$ cat src/rtl/mem_port_arbiter.sv
// Arbitrates one single-port memory between instruction fetch and the data stage.
// Data wins by default; a streak counter forces a fetch grant after MAX_DM_BURST data grants.
module mem_port_arbiter #(
    parameter int unsigned MEM_LATENCY  = 1,
    parameter int unsigned MAX_DM_BURST = 4
) (
    input  logic        clk,
    input  logic        rst,
    input  logic        if_req,
    input  logic [31:0] if_addr,
    output logic        if_gnt,
    output logic        if_rvalid,
    output logic [31:0] if_rdata,
    input  logic        dm_req,
    input  logic        dm_we,
    input  logic [3:0]  dm_be,
    input  logic [31:0] dm_addr,
    input  logic [31:0] dm_wdata,
    output logic        dm_gnt,
    output logic        dm_rvalid,
    output logic [31:0] dm_rdata,
    output logic        mem_req,
    output logic        mem_we,
    output logic [3:0]  mem_be,
    output logic [31:0] mem_addr,
    output logic [31:0] mem_wdata,
    input  logic        mem_rvalid,
    input  logic [31:0] mem_rdata
);
    localparam int unsigned STREAK_W = 4;
    localparam int unsigned CNT_W    = 3;
    localparam logic [STREAK_W-1:0] BURST = STREAK_W'(MAX_DM_BURST);

    typedef enum logic [1:0] {
        IDLE    = 2'd0,
        BUSY_IF = 2'd1,
        BUSY_DM = 2'd2
    } state_t;

    state_t              state;
    state_t              state_nxt;
    logic [STREAK_W-1:0] dm_streak;
    logic [STREAK_W-1:0] dm_streak_nxt;
    logic [CNT_W-1:0]    busy_cnt;

    // State, streak counter and cycles-since-grant counter.
    always_ff @(posedge clk) begin
        if (rst) begin
            state     <= IDLE;
            dm_streak <= '0;
            busy_cnt  <= '0;
        end else begin
            state     <= state_nxt;
            dm_streak <= dm_streak_nxt;
            if (state == IDLE) begin
                busy_cnt <= CNT_W'(1);
            end else begin
                busy_cnt <= busy_cnt + CNT_W'(1);
            end
            if (state != IDLE && mem_rvalid) begin
                assert (busy_cnt == CNT_W'(MEM_LATENCY))
                    else $error("mem_rvalid arrived %0d cycles after grant, expected %0d",
                                busy_cnt, MEM_LATENCY);
            end
        end
    end

    // Arbitration, request steering and response routing.
    always_comb begin
        state_nxt     = state;
        dm_streak_nxt = dm_streak;
        if_gnt        = 1'b0;
        if_rvalid     = 1'b0;
        if_rdata      = '0;
        dm_gnt        = 1'b0;
        dm_rvalid     = 1'b0;
        dm_rdata      = '0;
        mem_req       = 1'b0;
        mem_we        = 1'b0;
        mem_be        = '0;
        mem_addr      = '0;
        mem_wdata     = '0;
        if (!rst) begin
            unique case (state)
                IDLE: begin
                    if (dm_req && !(if_req && dm_streak == BURST)) begin
                        dm_gnt    = 1'b1;
                        mem_req   = 1'b1;
                        mem_we    = dm_we;
                        mem_be    = dm_be;
                        mem_addr  = dm_addr;
                        mem_wdata = dm_wdata;
                        state_nxt = BUSY_DM;
                        if (!if_req) begin
                            dm_streak_nxt = '0;
                        end else if (dm_streak != BURST) begin
                            dm_streak_nxt = dm_streak + STREAK_W'(1);
                        end
                    end else if (if_req) begin
                        if_gnt        = 1'b1;
                        mem_req       = 1'b1;
                        mem_be        = 4'hF;
                        mem_addr      = if_addr;
                        state_nxt     = BUSY_IF;
                        dm_streak_nxt = '0;
                    end
                end
                BUSY_IF: begin
                    if (mem_rvalid) begin
                        if_rvalid = 1'b1;
                        if_rdata  = mem_rdata;
                        state_nxt = IDLE;
                    end
                end
                BUSY_DM: begin
                    if (mem_rvalid) begin
                        dm_rvalid = 1'b1;
                        dm_rdata  = mem_rdata;
                        state_nxt = IDLE;
                    end
                end
                default: state_nxt = IDLE;
            endcase
        end
    end
endmodule

$ cat config.mk
export PLATFORM = sky130hd
export DESIGN_NAME = mem_port_arbiter
export DESIGN_NICKNAME = d
export VERILOG_FILES = /design/src/rtl/mem_port_arbiter.sv
export SDC_FILE = /design/constraint.sdc
export NUM_CORES = 1
export LEC_CHECK = 0
export BUFFER_PORTS_ARGS = -buffer_cell sky130_fd_sc_hd__buf_4
export CORE_AREA = 2 2 107 109
export CTS_BUF_LIST = sky130_fd_sc_hd__clkbuf_8
export DETAILED_ROUTE_END_ITERATION = 6
export DIE_AREA = 0 0 109 111
export GPL_ROUTABILITY_DRIVEN = 0
export PLACE_DENSITY = 0.61
export SLEW_MARGIN = 20
export SYNTH_ARGS = -nofsm -noshare
export SYNTH_HDL_FRONTEND = slang
export SYNTH_SLANG_ARGS = --single-unit
$ cat constraint.sdc
create_clock -name clk -period 1.5 [get_ports clk]
set_input_delay 0 -clock clk [delete_from_list [all_inputs] [get_ports clk]]
set_output_delay 0 -clock clk [all_outputs]
set_load 0.05 [all_outputs]
==> flow_summary_export.csv, run 1 <==
group,metric,value,unit
final_layout,fill_cells,898,
worst_setup_path,path_class,"reg2out",
worst_setup_path,cp_cell_sequence,"inv_2 -> ha_4 -> and3b_2 -> a21oi_4 -> buf_12 -> buf_8 -> buf_12 -> o21ai_4 -> buf_6",
clock_network,cts_buffers,3,
final_layout,nNetsFinal,733,
yosys,ys_ff_latch,6,
worst_setup_path,rrSetupSlack,0.09,ns
grt,gr-total-overflow,0,
clock_network,cts_tree,"yes",
grt,track_usage,0.186,
floorplan,start_util,0.166,
min_path,hp-class,"in2reg",
clock_network,clk_pin_slew,0.03,ns
job,cap_viol_max_count,0,
yosys,synthDominantCellAreaShare,0.218,
grt,antenna_found_initial,0,
clock_network,clockBufferDepth,2,
floorplan,io-pin-count,276,
route,vias_per_cell,4.76,
floorplan,dieArea,12100,sq um
placement,pre_cts_slack,-0.128,ns
final_layout,drive_above_1_share,0.830,
worst_setup_path,required,1.50,ns
worst_setup_path,critical_path.top_delay_family,"buffers and inverters",
yosys,ys_warn_count,0,
route,drt-total-wl,13.2,mm
floorplan,die_w,109,microns
run_status,outcome,"finished with violations",
final_layout,ff_latch_area,125,sq um
worst_setup_path,reg2reg_to,"state[1]$_SDFFE_PP0P_",
min_path,min-delay-start,"rst",
timing,fmax,0.557,GHz
yosys,synthesis.nets,436,
final_layout,antenna_cells,0,
grt,first_global_vias,3467,
route,firstDrtPassIters,4,
timing,setup_viol,135,
worst_setup_path,ff2ff_path_depth,6,
worst_setup_path,regToRegStartpoint,"state[0]$_SDFFE_PP0P_",
floorplan,fp-row-count,39,
timing,min_period,1.79,ns
pwr,p_leak,2.88,nW
worst_setup_path,crit_arrival,1.79,ns
yosys,synth.area.top_cells,"and2_1 (22%), and3_1 (12%), nand4_1 (11%)",
placement,port_buffers,275,
min_path,hold_path_end,"dm_streak[1]$_SDFFE_PP0P_",
yosys,syn_area_per_cell,6.26,sq um
yosys,syn_inst,293,
min_path,hold_path_depth,2,
clock_network,cts_max_level,1,
clock_network,clkLatencyLatePin,0.22,ns
route,drc,0,
pwr,irDropWorstVdd,303,uV
timing,slew_viol_final,0,
yosys,synth_cell_types,32,
placement,dp.cells,702,
timing,tightest_slew,0.380,ns
grt,grt_pass1_wl,18.0,mm
worst_setup_path,crit_path_end_kind,"output port",
pwr,pwr_density_cell,389,nW/um^2
worst_setup_path,critPathLaunchType,"flop",
clock_network,cts_hold_buf,0,
route,drtIter0Drc,188,
floorplan,core,11100,sq um
yosys,yosys.area.top_type,"and2_1",
final_layout,multiInputGateArea,2280,sq um
worst_setup_path,path_buf_inv,5,
clock_network,cts.sinks,6,
worst_setup_path,timing.critical_path.mode_cell,"buf_12",
yosys,synth-seq-area-share,0.0655,
timing,hold_viol_final,0,
timing,rsz0062_at_grt,"yes",
run_status,violations,"negative setup slack",
floorplan,die_h,111,microns
yosys,netlist_area,1830,sq um
worst_setup_path,crit_path_max_incr_delay,0.32,ns
timing,relSlewSlack,0.746,
route,routedWlPerCell,18.1,microns
grt,grt_max_degree,34,
timing,finClkSkew,0.00358,ns
final_layout,fin_cells,731,
placement,hpwl,8.26,mm
clock_network,ctsRootBufferMaster,"clkbuf_8",
route,via_count,3476,
timing,period_share,1.20,
worst_setup_path,critical_path.slowest_cell,"dfxtp_2",
route,postRouteAntennaNets,0,
timing,setup_ws,-0.295,ns
final_layout,syn_to_final_growth,250,%
worst_setup_path,crit_fanout,6,
worst max-delay path by stage:
stage	start	end	slack, ns	cells past startpoint
after floorplan	dm_streak[0]$_SDFFE_PP0P_	mem_be[0]	-0.16	5
after global placement	dm_streak[0]$_SDFFE_PP0P_	mem_addr[13]	-0.10	8
after detailed placement	dm_streak[0]$_SDFFE_PP0P_	mem_addr[12]	-0.13	8
after CTS	dm_streak[0]$_SDFFE_PP0P_	mem_addr[30]	-0.33	9
after global routing	dm_streak[0]$_SDFFE_PP0P_	mem_wdata[9]	-0.35	9
final	dm_streak[0]$_SDFFE_PP0P_	mem_addr[16]	-0.29	9
state kept, by name, indices dropped and copies added (netlist names):
register	count
dm_streak	4
state	2
worst reg2reg max path: stages, from the launching register on:
cell and delay, ns:
dfxtp_2 0.31, inv_2 0.08, ha_4 0.14, buf_4 0.14
o21ai_1 0.15, or3_1 0.38, o32ai_1 0.11
cell type report:
| type | instances | area share |
|---|---|---|
| clock buffer | 3 | 0.00642 |
| inverter | 5 | 0.00292 |
| multi-input combinational | 246 | 0.354 |
| sequential | 6 | 0.0195 |
| tap | 143 | 0.0278 |
| timing repair buffer | 328 | 0.589 |
cells in the final DEF (no fill, tap or decap), types with 4 or more instances in the layout:
cell type    n
nand3_1     30
buf_12      16
buf_16       7
and3_4      31
nor2_1       4
dfxtp_2      4
buf_6       39
inv_2        4
nand2_1      7
buf_8      102
nand4_1     32
clkbuf_16    4
buf_4      160
and2_4      64
ha_4         4
o21ai_4     31
Yosys cell counts:
master     number
buf_2           7
inv_1           5
and2_1         64
buf_4           4
a211oi_1        1
nand4b_1        2
dfxtp_1         6
o21ai_0        32
nand3b_1        2
buf_6           4
o32ai_1         1
nand2b_1        2
a21oi_1         7
nor3_1          1
nor2_1          6
a21oi_2         1
buf_8           3
and3b_1         4
or3_1           1
and3_1         36
nand2_1         8
nor2b_1         2
o21ai_1         3
nand3_1        32
a31oi_1         1
and2b_1         1
clkbuf_1       17
a32oi_1         1
clkbuf_2        1
ha_1            5
o2bb2ai_1       1
nand4_1        32
cells by family after synthesis:
group           synth area share
simple gates               0.627
compound gates             0.141
buf+inv                    0.132
flops                     0.0655
fa+ha+maj                 0.0341
layer usage:
| metal | share of wire | track usage |
|---|---|---|
| met1 | 0.34 | 0.196 |
| met2 | 0.57 | 0.378 |
| met3 | 0.077 | 0.0335 |
| met4 | 0.015 | 0.0197 |
| met5 | 0 | 0 |
where the power goes:
group / switching [W] / internal, W / leakage, nW / total [W]
combinational: 0.00111 / 0.000975 / 2.81 / 0.00209
clock: 0.0000697 / 0.000172 / 0.0216 / 0.000242
sequential: 0.00000472 / 0.000170 / 0.0505 / 0.000174
total: 0.00118 / 0.00132 / 2.88 / 0.00250
metrics by stage:
stage,power [W],setup TNS [ns],cell area (sq um),hold slack [ns],util
4_1_cts,0.00235,-25.07,5900,0.0341,0.533
6_report,0.00250,-24.38,6430,0.0358,0.580
3_3_place_gp,0.00182,-4.71,4740,0.269,0.428
2_1_floorplan,0.00119,-0.670,2370,0.186,-
3_5_place_dp,0.00184,-6.12,4740,0.270,0.428
5_1_grt,0.00261,-31.89,6430,0.0482,0.580
what timing repair did:
item                       4_1_cts  5_1_grt
gates resized for setup        240      119
pin swaps                       35       59
setup buffers                    7        9
setup endpoints to repair      135      138
gates cloned                    10        5
(Power assumes the default switching activity.)
==> run 2, diff against run 1 <==
--- a/config.mk
+++ b/config.mk
@@ -6,12 +6,15 @@
 export NUM_CORES = 1
 export LEC_CHECK = 0
 export BUFFER_PORTS_ARGS = -buffer_cell sky130_fd_sc_hd__buf_4
-export CORE_AREA = 2 2 107 109
+export CELL_PAD_IN_SITES_DETAIL_PLACEMENT = 1
+export CELL_PAD_IN_SITES_GLOBAL_PLACEMENT = 2
+export CORE_ASPECT_RATIO = 1.4
+export CORE_MARGIN = 2
+export CORE_UTILIZATION = 12
 export CTS_BUF_LIST = sky130_fd_sc_hd__clkbuf_8
 export DETAILED_ROUTE_END_ITERATION = 6
-export DIE_AREA = 0 0 109 111
 export GPL_ROUTABILITY_DRIVEN = 0
-export PLACE_DENSITY = 0.61
+export PLACE_DENSITY_LB_ADDON = 0.1
 export SLEW_MARGIN = 20
 export SYNTH_ARGS = -nofsm -noshare
 export SYNTH_HDL_FRONTEND = slang
==> run 2 against run 1 <==
Largest power group unchanged. Via count is 4.2% higher. Clock power is 7% higher. Sequential share of layout area is 0.11 points lower. First-iteration DRC count is 63% lower. Critical path depth stayed put. Critical endpoint is now mem_addr[0]. Non-clock buffer count is 29 higher. Core utilization is 12 points lower. Design area is 6.2% higher. Sequential power hardly changed. Highest routed layer unchanged. Largest cell class unchanged. Wire length is 24% higher. Final cell count is 11% higher. The run still ends with negative setup slack left. Die area is 35% higher.
==> flow_summary_export.csv, run 2 (synthesis results as in run 1) <==
group,metric,value,unit
timing,finClkSkew,0.00223,ns
final_layout,ff_latch_area,125,sq um
final_layout,fill_cells,1652,
worst_setup_path,regToRegStartpoint,"dm_streak[1]$_SDFFE_PP0P_",
floorplan,fp-row-count,53,
clock_network,cts_max_level,1,
pwr,pwr_density_cell,396,nW/um^2
timing,slew_viol_final,0,
timing,period_share,1.23,
clock_network,cts_buffers,3,
timing,rsz0062_at_grt,"yes",
timing,min_period,1.84,ns
grt,grt_pass1_wl,23.1,mm
route,drc,0,
floorplan,io-pin-count,276,
worst_setup_path,crit_fanout,8,
worst_setup_path,ff2ff_path_depth,9,
run_status,outcome,"finished with violations",
floorplan,dieArea,16300,sq um
timing,fin_setup_tns,-27.44,ns
floorplan,start_util,0.122,
timing,setup_viol,136,
final_layout,syn_to_final_growth,272,%
min_path,hp-class,"in2reg",
timing,relSlewSlack,0.821,
pwr,power.total,0.00270,W
floorplan,die_h,150,microns
worst_setup_path,critPathLaunchType,"flop",
worst_setup_path,required,1.50,ns
worst_setup_path,crit_arrival,1.84,ns
route,postRouteAntennaNets,0,
placement,hpwl,10.6,mm
pwr,switching_share,0.466,
route,drt-total-wl,16.5,mm
grt,track_usage,0.184,
worst_setup_path,rrSetupSlack,0.09,ns
floorplan,core,15000,sq um
clock_network,clkLatencyLatePin,0.23,ns
pwr,power_frac_comb,0.840,
pwr,p_int,0.00144,W
final_layout,fin_cells,809,
clock_network,clockBufferDepth,2,
clock_network,clk_pin_slew,0.04,ns
route,via_count,3623,
pwr,p_switching,0.00126,W
clock_network,cts_hold_buf,0,
timing,whs,0.0537,ns
grt,gr-total-overflow,0,
final_layout,nNetsFinal,762,
floorplan,die_w,108,microns
worst_setup_path,crit_path_end_kind,"output port",
final_layout,antenna_cells,0,
route,vias_per_cell,4.48,
worst_setup_path,startpoint,"dm_streak[1]$_SDFFE_PP0P_",
route,drtIter0Drc,69,
timing,fmax,0.543,GHz
final_layout,top_regs,"dm_streak (4), state (2)",
worst_setup_path,path_class,"reg2out",
worst_setup_path,crit_end,"mem_addr[0]",
timing,setup_ws,-0.343,ns
route,firstDrtPassIters,4,
timing,hold_viol_final,0,
final_layout,largest_register,"dm_streak",
final_layout,drive_above_1_share,0.833,
final_layout,final_cell_mix,"buf_4 (177), buf_8 (109), and2_4 (61), buf_6 (41), and3_4 (34)",
worst_setup_path,reg2reg_to,"state[1]$_SDFFE_PP0P_",
clock_network,ctsRootBufferMaster,"clkbuf_8",
timing,tightest_slew,0.269,ns
final_layout,final_common_cell,"buf_4",
grt,antenna_found_initial,0,
clock_network,cts.sinks,6,
final_layout,multiInputGateArea,2270,sq um
route,routedWlPerCell,20.4,microns
pwr,p_leak,3.07,nW
job,cap_viol_max_count,0,
final_layout,utilization,0.455,
pwr,seq_power_share,0.064,
final_layout,largest_reg_flops,4,
grt,first_global_vias,4041,
run_status,violations,"negative setup slack",
placement,port_buffers,275,
placement,dp.cells,756,
clock_network,cts_tree,"yes",
pwr,irDropWorstVdd,272,uV
grt,grt_max_degree,25,
pwr,power_frac_clock,0.095,
==> run 2: worst min path at each step <==
stage,to,slack [ns],cells past startpoint,startpoint
2_1_floorplan,mem_wdata[10],0.19,1,dm_wdata[10]
3_3_place_gp,dm_streak[3]$_SDFFE_PP0P_,0.28,2,rst
3_5_place_dp,dm_streak[3]$_SDFFE_PP0P_,0.28,2,rst
4_1_cts,dm_streak[1]$_SDFFE_PP0P_,0.04,2,rst
5_1_grt,dm_streak[2]$_SDFFE_PP0P_,0.07,2,rst
6_report,dm_streak[1]$_SDFFE_PP0P_,0.05,2,rst
==> run 2: worst max-delay path, stage by stage, from the launching register on <==
cell and delay, ns:
dfxtp_2 0.33, inv_2 0.05, ha_4 0.16, and3b_2 0.23
a21oi_4 0.16, buf_12 0.18, clkbuf_16 0.16, buf_6 0.11
o21ai_4 0.06, buf_6 0.15
==> run 2: per-stage QoR <==
stage               setup WS, ns  area (sq um)
floorplan                 -0.155          2370
global placement          -0.139          4790
detailed placement        -0.158          4790
CTS                       -0.341          6490
global route              -0.405          6830
finish                    -0.343          6830
==> run 2: power by group through the flow <==
stage	sequential, W	clock (W)	combinational [W]
after detailed placement	0.000174	0	0.00169
after CTS	0.000175	0.000260	0.00216
final	0.000174	0.000258	0.00227
after floorplan	0.000175	0	0.00102
after global routing	0.000175	0.000269	0.00238
after global placement	0.000174	0	0.00167
==> run 2: layout make-up <==
type | count | share of cell area
Inverter | 5 | 0.00275
Timing Repair Buffer | 357 | 0.605
Sequential cell | 6 | 0.0183
Tap cell | 192 | 0.0352
Multi-Input combinational cell | 246 | 0.332
Clock buffer | 3 | 0.00605
==> run 2: timing repair <==
item / in CTS / in global routing
setup buffers: 24 / 13
gates cloned: 18 / 6
resized for setup: 282 / 99
pin swaps: 49 / 64
endpoints found under the setup margin: 136 / 138
==> run 2: routing by layer <==
layer | global-route usage | routed length (microns) | part of all wire | up-vias
met5 | 0 | 0 | 0 | -
met4 | 0.0173 | 163 | 0.0099 | 0
met3 | 0.0459 | 1400 | 0.085 | 8
met2 | 0.405 | 9840 | 0.60 | 190
met1 | 0.166 | 5070 | 0.31 | 1721
li1 | - | - | - | 1704
==> run 3, diff against run 2 <==
--- a/config.mk
+++ b/config.mk
@@ -8,14 +8,13 @@
 export BUFFER_PORTS_ARGS = -buffer_cell sky130_fd_sc_hd__buf_4
 export CELL_PAD_IN_SITES_DETAIL_PLACEMENT = 1
 export CELL_PAD_IN_SITES_GLOBAL_PLACEMENT = 2
-export CORE_ASPECT_RATIO = 1.4
+export CORE_ASPECT_RATIO = 0.5
 export CORE_MARGIN = 2
 export CORE_UTILIZATION = 12
 export CTS_BUF_LIST = sky130_fd_sc_hd__clkbuf_8
 export DETAILED_ROUTE_END_ITERATION = 6
 export GPL_ROUTABILITY_DRIVEN = 0
 export PLACE_DENSITY_LB_ADDON = 0.1
-export SLEW_MARGIN = 20
 export SYNTH_ARGS = -nofsm -noshare
 export SYNTH_HDL_FRONTEND = slang
 export SYNTH_SLANG_ARGS = --single-unit
==> run 3 against run 2 <==
The flow still finishes with violations (negative setup slack). Highest routed layer unchanged. Sequential power is essentially flat. Critical endpoint is now mem_wdata[17]. Sequential share of layout area down 0.056 points. Maximum frequency down 0.83%.
==> flow_summary_export.csv, run 3 (synthesis results as in run 1) <==
group,metric,value,unit
run_status,outcome,"finished with violations",
run_status,violations,"negative setup slack",
timing,tightest_slew,0.391,ns
route,drt-total-wl,15.6,mm
final_layout,largest_reg_flops,4,
final_layout,final_cell_mix,"buf_4 (157), buf_8 (109), and2_4 (61), buf_6 (47), and3_4 (33)",
clock_network,clkLatencyLatePin,0.23,ns
floorplan,io-pin-count,276,
grt,grt_pass1_wl,21.9,mm
clock_network,cts.sinks,6,
final_layout,antenna_cells,0,
route,wl_met2,8.03,mm
floorplan,fp-row-count,31,
min_path,hold_path_depth,3,
timing,fmax,0.538,GHz
timing,relSlewSlack,0.739,
pwr,irDropWorstVdd,158,uV
floorplan,dieArea,16400,sq um
route,met1_length,6.35,mm
timing,slew_viol_final,0,
final_layout,finalInstanceArea,7040,sq um
worst_setup_path,crit_arrival,1.86,ns
worst_setup_path,path_class,"reg2out",
timing,min_period,1.86,ns
route,drc,0,
floorplan,core,14700,sq um
timing,whs,0.144,ns
final_layout,largest_register,"dm_streak",
clock_network,cts_tree,"yes",
timing,setup_ws,-0.358,ns
clock_network,cts_buffers,3,
route,via_count,3563,
min_path,hp-class,"in2reg",
placement,pre_cts_slack,-0.167,ns
timing,fin_setup_tns,-30.33,ns
job,cap_viol_max_count,0,
final_layout,final_common_cell,"buf_4",
placement,port_buffers,275,
pwr,pwr_density_cell,393,nW/um^2
pwr,p_leak,3.13,nW
placement,hpwl,9.82,mm
route,firstDrtPassIters,4,
floorplan,die_h,91.4,microns
worst_setup_path,regToRegStartpoint,"dm_streak[0]$_SDFFE_PP0P_",
timing,setup_viol,132,
final_layout,fin_cells,813,
route,wl_met3,1.09,mm
timing,rsz0062_at_grt,"yes",
grt,antenna_found_initial,0,
route,routedWlPerCell,19.1,microns
clock_network,clockBufferDepth,2,
worst_setup_path,crit_path_end_kind,"output port",
final_layout,fill_cells,1587,
grt,track_usage,0.169,
route,vias_per_cell,4.38,
clock_network,clk_pin_slew,0.04,ns
grt,gr-total-overflow,0,
timing,period_share,1.24,
worst_setup_path,required,1.50,ns
placement,dp.cells,766,
worst_setup_path,critPathLaunchType,"flop",
floorplan,start_util,0.125,
clock_network,cts_max_level,1,
timing,finClkSkew,0.00629,ns
worst_setup_path,crit_fanout,8,
min_path,hold_path_end,"dm_streak[3]$_SDFFE_PP0P_",
placement,post_dp_cell_area,4890,sq um
route,top_layer_used,"met4",
worst_setup_path,reg2reg_to,"state[1]$_SDFFE_PP0P_",
final_layout,drive_above_1_share,0.846,
grt,first_global_vias,3774,
floorplan,die_w,179,microns
route,drtIter0Drc,68,
clock_network,ctsRootBufferMaster,"clkbuf_8",
worst_setup_path,rrSetupSlack,0.06,ns
timing,hold_viol_final,0,
worst_setup_path,ff2ff_path_depth,9,
final_layout,top_regs,"dm_streak (4), state (2)",
min_path,min-delay-start,"rst",
grt,grt_max_degree,34,
final_layout,syn_to_final_growth,284,%
route,postRouteAntennaNets,0,
final_layout,nNetsFinal,760,
[run 3: routing by layer]
metal,global-route usage,up-vias
li1,-,1698
met1,0.201,1719
met2,0.315,139
met3,0.0360,7
met4,0.0196,0
met5,0,-
[run 3: per-stage QoR]
step                total power (W)  utilization
finish                      0.00277        0.479
global route                0.00291        0.479
CTS                         0.00260        0.449
detailed placement          0.00190        0.333
global placement            0.00189        0.333
floorplan                   0.00119            -
[run 3: power by group]
group | total [W] | switching, W | internal, W
sequential | 0.000174 | 0.00000476 | 0.000169
combinational | 0.00235 | 0.00119 | 0.00116
clock | 0.000248 | 0.0000754 | 0.000173
total | 0.00277 | 0.00127 | 0.00150
[run 3: worst max-delay path by stage]
stage,start,end,slack [ns],depth (start not counted)
2_1_floorplan,dm_streak[0]$_SDFFE_PP0P_,mem_be[0],-0.16,5
3_3_place_gp,dm_streak[0]$_SDFFE_PP0P_,mem_addr[24],-0.14,8
3_5_place_dp,dm_streak[0]$_SDFFE_PP0P_,mem_addr[22],-0.17,8
4_1_cts,dm_streak[0]$_SDFFE_PP0P_,mem_addr[18],-0.32,8
5_1_grt,dm_streak[0]$_SDFFE_PP0P_,mem_addr[11],-0.43,9
6_report,dm_streak[0]$_SDFFE_PP0P_,mem_wdata[17],-0.36,8
[run 3: area by class of cell]
| cell class | instances | area (sq um) | area share |
|---|---|---|---|
| clock buffers | 3 | 41.3 | 0.00586 |
| well taps | 198 | 248 | 0.0352 |
| repair buffers | 355 | 4280 | 0.608 |
| inverters | 5 | 18.8 | 0.00267 |
| flip-flops and latches | 6 | 125 | 0.0178 |
| multi-input cells | 246 | 2330 | 0.330 |
[run 3: what timing repair did]
action                     4_1_cts  5_1_grt
setup buffers                   13       17
pin swaps                       70       66
setup endpoints to repair      136      139
cloned                          14        8
hold buffers                     0        0
resized for setup              341       61
[run 3: worst max-delay path, cell delays in order (launching register included)]
cell and delay [ns]:
dfxtp_2 0.33, inv_2 0.05, ha_4 0.15, and3b_2 0.23
a21oi_4 0.22, buf_6 0.16, buf_12 0.15, and3_4 0.19
buf_8 0.14
